**src/rtl/color_special_effects.sv**
```systemverilog
// color_special_effects: 3-stage alpha/brighten/darken pipeline on BGR555 pixels, tagged with screen column.
module color_special_effects #(
  parameter int LINE_W = 240,
  parameter int COL_W  = 8
) (
  input  logic             clk,
  input  logic             rst_n,
  input  logic             line_start,
  input  logic             in_valid,
  output logic             in_ready,
  input  logic [14:0]      color0,
  input  logic [14:0]      color1,
  input  logic [2:0]       top_id,
  input  logic [2:0]       bot_id,
  input  logic             top_semi,
  input  logic             fx_en,
  input  logic [13:0]      bldcnt,
  input  logic [12:0]      bldalpha,
  input  logic [4:0]       bldy,
  output logic             out_valid,
  input  logic             out_ready,
  output logic [14:0]      out_color,
  output logic [COL_W-1:0] out_col
);
  typedef enum logic [1:0] {NONE, ALPHA, BRIGHT, DARK} fx_t;
  logic             adv, xfer, first, second;
  logic [5:0]       tgt1, tgt2;
  logic [1:0]       mode;
  fx_t              fx, fx1, fx2;
  logic             v1, v2;
  logic [14:0]      a1, b1, a2, res;
  logic [4:0]       eva1, evb1, evy1;
  logic [9:0]       pn [3];
  logic [9:0]       qn [3];
  logic [9:0]       p2 [3];
  logic [9:0]       q2 [3];
  logic [10:0]      sm [3];
  logic [COL_W-1:0] cnt;

  function automatic logic [4:0] clamp(input logic [4:0] v);
    return v > 5'd16 ? 5'd16 : v;
  endfunction

  assign adv      = ~out_valid | out_ready;
  assign in_ready = adv;
  assign xfer     = out_valid & out_ready;
  assign tgt1     = bldcnt[5:0];
  assign tgt2     = bldcnt[13:8];
  assign mode     = bldcnt[7:6];
  assign first    = top_id <= 3'd5 && tgt1[top_id];
  assign second   = bot_id <= 3'd5 && tgt2[bot_id];
  assign out_col  = out_valid ? (line_start ? '0 : cnt) : '0;

  // semi-transparent OBJ forces alpha whenever a second target lies beneath, regardless of mode
  always_comb
    fx = !fx_en ? NONE :
         (top_semi && second) ? ALPHA :
         !first ? NONE :
         mode == 2'd1 ? (second ? ALPHA : NONE) :
         mode == 2'd2 ? BRIGHT :
         mode == 2'd3 ? DARK : NONE;

  always_comb begin
    for (int c = 0; c < 3; c++) begin
      pn[c] = 10'(fx1 == BRIGHT ? 5'd31 - a1[5*c +: 5] : a1[5*c +: 5]) * 10'(fx1 == ALPHA ? eva1 : evy1);
      qn[c] = 10'(b1[5*c +: 5]) * 10'(evb1);
    end
  end

  // weights are clamped to 16, so brighten/darken shifts never exceed 31 and need no saturation
  always_comb begin
    res = a2;
    for (int c = 0; c < 3; c++) begin
      sm[c] = 11'(p2[c]) + 11'(q2[c]);
      res[5*c +: 5] = fx2 == ALPHA  ? (|sm[c][10:9] ? 5'd31 : sm[c][8:4]) :
                      fx2 == BRIGHT ? a2[5*c +: 5] + p2[c][8:4] :
                      fx2 == DARK   ? a2[5*c +: 5] - p2[c][8:4] : a2[5*c +: 5];
    end
  end

  always_ff @(posedge clk) begin
    if (adv) begin
      fx1  <= fx;
      a1   <= color0;
      b1   <= color1;
      eva1 <= clamp(bldalpha[4:0]);
      evb1 <= clamp(bldalpha[12:8]);
      evy1 <= clamp(bldy);
      fx2  <= fx1;
      a2   <= a1;
      p2   <= pn;
      q2   <= qn;
    end
  end

  always_ff @(posedge clk or negedge rst_n) begin
    if (!rst_n) begin
      v1        <= 1'b0;
      v2        <= 1'b0;
      out_valid <= 1'b0;
      out_color <= '0;
    end else if (adv) begin
      v1        <= in_valid;
      v2        <= v1;
      out_valid <= v2;
      out_color <= res;
    end
  end

  always_ff @(posedge clk or negedge rst_n) begin
    if (!rst_n)
      cnt <= '0;
    else if (line_start)
      cnt <= COL_W'(xfer);
    else if (xfer)
      cnt <= cnt == COL_W'(LINE_W - 1) ? '0 : cnt + COL_W'(1);
  end
endmodule

```
**config.mk**
```make
export PLATFORM = sky130hd
export DESIGN_NAME = color_special_effects
export DESIGN_NICKNAME = d
export VERILOG_FILES = /design/src/rtl/color_special_effects.sv
export SDC_FILE = /design/constraint.sdc
export NUM_CORES = 1
export LEC_CHECK = 0
export ABC_AREA = 0
export CAP_MARGIN = 10
export CORE_UTILIZATION = 40
export CTS_CLUSTER_DIAMETER = 200
export DETAILED_ROUTE_END_ITERATION = 8
export GPL_ROUTABILITY_DRIVEN = 0
export PLACE_DENSITY_LB_ADDON = 0.1
export REMOVE_ABC_BUFFERS = 1
export SLEW_MARGIN = 0
export SYNTH_ARGS = -nofsm -noshare
export SYNTH_HDL_FRONTEND = slang
export SYNTH_SLANG_ARGS = --single-unit
```
**constraint.sdc**
```tcl
create_clock -name clk -period 7.15 [get_ports clk]
set_input_delay 2.145 -clock clk [delete_from_list [all_inputs] [get_ports clk]]
set_output_delay 2.145 -clock clk [all_outputs]
set_load 0.01 [all_outputs]
```
* After elaboration in Yosys (flattened, before gate mapping)
Cells that the tools add are included.
** Cells by class
- Reduce and logical (&&, ||, !) cells :: 8
- Bitwise logic cells :: 5
- Equal/unequal tests :: 9
- Add/sub/neg operators :: 13
- $mul :: 6
- Muxes and demuxes :: 31
- Order comparisons :: 7
** Operator list (number)
- $mux 5 :: 13
- $mux 8 :: 5
- $add 10x10->11 :: 3
- $mul 5x5->10 :: 3
- $mux 10 :: 3
- $mul 10x10->10 :: 2
- $sub 5x5->6 const A :: 3
- $add 5x5->5 :: 3
- $gt 5x5->1 const B :: 3
- $sub 5x5->5 :: 3
- $eq 2x2->1 const B :: 5
- $mul 10x5->10 :: 1
- $add 8x1->8 const B :: 1
- $eq 8x8->1 const B :: 1
- $lt 3x4->1 const B :: 2
- $bmux 1 s3 :: 2
- $eq 2x1->1 const B :: 3
- $le 3x3->1 const B :: 2
- $mux 2 :: 3
- $reduce_or 2->1 :: 3
- $mux 1 :: 5
- $logic_and 1x1->1 :: 3
- $not 1->1 :: 3
- $reduce_or 3->1 :: 1
- 3 further kinds :: 3
** Word-level totals
- Output and inout bits :: 25
- Flip-flop bits (word level) :: 150
- Bits of input ports :: 75
- Word-level logic and storage cells :: 99

* Depth between registers and ports, before layout
- Depth after elaboration :: 7
- Depth in mapped cells :: 17
- Mapped depth without buffers :: 15

* Least setup slack after synthesis
Ideal clock, no wire load.
- Path type :: input -> output
- From :: in out_ready
- To :: out in_ready
- Arrival :: 3.976 ns
- Slack :: 1.029 ns
- Data required time :: 5.005 ns
- Stages :: 4
- Path buffers :: 2
- Cell sequence :: nor2b_1 -> buf_2 -> inv_1 -> buf_2
** Between the ends
- Longest elaborated chain between the ends :: 1
** Ends and longest elaborated chain
- start: declaration :: RTL line 21 : input logic out_ready,
- $or 1x1->1 :: RTL line 44 : assign adv = ~out_valid | out_ready;
- end: declaration :: RTL line 10 : output logic in_ready,
Every way passes these cells.

* Worst setup path in the final report
- From :: in line_start
- To :: out out_col[2]
** Between the ends
- Longest elaborated chain between the ends :: 2
** Ends and longest elaborated chain
- start: declaration :: RTL line 8 : input logic line_start,
- $mux 8 (2 in a row) :: RTL line 52 : assign out_col = out_valid ? (line_start ? '0 : cnt) : '0;
- end: declaration :: RTL line 23 : output logic [COL_W-1:0] out_col
Every way passes these cells.

==> flow_metrics.env <==
export IMPL_p_per_area_nw_per_um2=400.9
export IMPL_postCtsSetupBuffers=0
export IMPL_grt_max_degree=74
export IMPL_cts_buffers=17
export IMPL_synth_edff_count=124
export IMPL_critPathKind="in -> out"
export IMPL_nNetsFinal=1486
export IMPL_netlist_cell_type_count=56
export IMPL_setup_viol=0
export IMPL_portBuffers=96
export IMPL_swShare=0.4047
export IMPL_wl_per_cell_um=14.48
export IMPL_drtPass1Iterations=6
export IMPL_cts_sinks=150
export IMPL_synth_top_area_frac=0.3206
export IMPL_synthTopCellsByArea="edfxtp_1, ha_1, fa_1"
export IMPL_period_share=0.8293
export IMPL_n_fill_cell=2640
export IMPL_worstPathMaxFanout=8
export IMPL_seq_area_um2=4374
export IMPL_rsz0062_at_grt="false"
export IMPL_ctsHoldBuffers=0
export IMPL_layoutNonFillerInstCount=1589
export IMPL_cp_end_kind="output port"
export IMPL_wirelength_um=23020
export IMPL_yosys_warnings=0
export IMPL_place_inst=1556
export IMPL_initial_core_util=0.4058
export IMPL_viasPerCell=4.840
export IMPL_antenna_found_initial=0
export IMPL_synth_async_sr_flop_share=0.1733
export IMPL_drt_iter0_drc=328
export IMPL_start_kind="input pin"
export IMPL_fin_tns_setup_ns=0
export IMPL_drive_above_1_share=0.06894
export IMPL_rows=62
export IMPL_power_net_switching_mw=2.211
export IMPL_hpwl_um=18250
export IMPL_p_clk_frac=0.170
export IMPL_cts_buffer_depth=2
export IMPL_fin_hold_ws_ns=0.4658
export IMPL_postSynthCellCount=1092
export IMPL_ir_drop_mv=0.1801
export IMPL_placed_area_um2=13020
export IMPL_gr_usage_all_layers=0.1656
export IMPL_placeableCoreArea_um2=28630
export IMPL_hold_viol=0
export IMPL_worst_pin_slew_ns=0.9839
export IMPL_ant_nets=0
export IMPL_cts_resized=0
export IMPL_min_path_type="reg -> reg"
export IMPL_avgSynthCellArea_um2=10.64
export IMPL_htreeDepth=4
export IMPL_violations="design-rule violations"
export IMPL_vias=7690
export IMPL_place_ws_ns=1.200
export IMPL_setup_slack_ns=1.221
export IMPL_clk_latency_ns=0.43
export IMPL_sequentialPowerShare=0.299
export IMPL_drc=2
export IMPL_total_power_mw=5.462
export IMPL_p_leak_nw=6.108
export IMPL_final_cell_area_um2=13630
export IMPL_outcome="finished, violations left"
export IMPL_ys_flop_type="edfxtp_1"
export IMPL_combPwrFrac=0.531
export IMPL_ys_seq_area_frac=0.3766
export IMPL_path_clk_slew_ns=0.07
export IMPL_multi_input_area_um2=6728
export IMPL_yosysTopAreaCell="edfxtp_1"
export IMPL_grt_pass1_wl_um=37660
export IMPL_finalClockSkew_ns=0.01547
export IMPL_drv_cap=0
export IMPL_die_area_um2=29720
export IMPL_final_common_cell="ha_1"
export IMPL_finalMaxSlewViolations=0
export IMPL_cts_tree="yes"
export IMPL_cp_required_ns=5.01
export IMPL_die_w_um=172.4
export IMPL_min_period_ns=5.929
export IMPL_cp_arrival_ns=3.78
export IMPL_grt_overflow_total=0
export IMPL_grt_pass1_vias=7625
export IMPL_synth_area_um2=11610
export IMPL_cts_root_buf="clkbuf_16"
export IMPL_internal_power_mw=3.252
export IMPL_syn2layout_area_growth_pct=17.32
export IMPL_io_pins=100
export IMPL_max_freq_ghz=0.1687
export IMPL_layout_common_cells="ha_1, edfxtp_1, nor2_1"
export IMPL_relSlewSlack=0.3411
export IMPL_fin_util=0.4760
export IMPL_ys_ff_latch=150
export IMPL_die_y_um=172.4
[final cells by class]
| type | instances | area share |
|---|---|---|
| Multi-Input combinational cell | 812 | 0.4937 |
| Sequential cell | 150 | 0.3210 |
| Timing Repair Buffer | 108 | 0.07713 |
| Tap cell | 384 | 0.03526 |
| Clock buffer | 17 | 0.03122 |
| Inverter | 102 | 0.02846 |
| Clock inverter | 15 | 0.01304 |
| Antenna cell | 1 | 0.0001836 |
[registers in the layout, indices dropped and copies added, names as in the netlist]
signal     flops
a1            15
a2            15
b1            15
cnt            8
eva1           5
evb1           5
evy1           5
fx1            2
fx2            2
out_color     15
out_valid      1
p2            30
q2            30
v1             1
v2             1
[cells in the mapped netlist (all sizes together), types with 8 or more instances]
master / instances
and2: 50
ha: 160
buf: 14
edfxtp: 124
xnor2: 55
a21oi: 50
inv: 102
a21o: 22
nand2: 93
o21bai: 8
clkbuf: 14
or2: 18
nor2b: 20
dfrtp: 26
fa: 60
nand3: 19
mux2i: 9
nor3: 15
o21ai: 32
nand2b: 12
nor2: 107
xor2: 21
[final timing paths]
path | from | to | slack, ns | cells after the start
min in group asynchronous | rst_n | out_color[4]$_DFFE_PN0P_ | 2.09 | 2
max reg2reg | fx1[0]$_SDFFCE_PN0P_ | p2[9]$_DFFE_PP_ | 2.20 | 12
max | line_start | out_col[2] | 1.22 | 4
max in group asynchronous | rst_n | cnt[6]$_DFFE_PN0P_ | 4.78 | 2
min | v2$_DFFE_PN0P_ | out_valid$_DFFE_PN0P_ | 0.47 | 1
min reg2reg | v2$_DFFE_PN0P_ | out_valid$_DFFE_PN0P_ | 0.47 | 1
[critical path, stage by stage]
cell             delay (ns)
clkdlybuf4s50_1        0.56
nor2b_1                0.36
and2_1                 0.18
clkdlybuf4s50_1        0.53
[power by group through the flow]
stage          sequential (mW)  combinational (mW)  clock (mW)
2_1_floorplan             1.59                2.20           0
3_3_place_gp              1.66                2.87           0
3_5_place_dp              1.66                2.92           0
4_1_cts                   1.64                2.95       0.960
5_1_grt                   1.67                3.35       0.994
6_report                  1.63                2.90       0.930
[cell families after synthesis]
group / synth area share
AND/OR/NAND/NOR: 0.1438
multiplexers: 0.01551
flip-flops: 0.3766
AO/OA/AOI/OAI: 0.08640
XOR/XNOR: 0.05731
adder cells (fa/ha/maj): 0.2758
buffers and inverters: 0.04460
[routing by layer]
| layer | GRT usage | vias up | part of all wire |
|---|---|---|---|
| li1 | - | 3954 | - |
| met1 | 0.2252 | 3624 | 0.51 |
| met2 | 0.2698 | 96 | 0.45 |
| met3 | 0.03044 | 16 | 0.029 |
| met4 | 0.04463 | 0 | 0.012 |
| met5 | 0 | - | 0 |
Power figures use the tool's default switching activity.
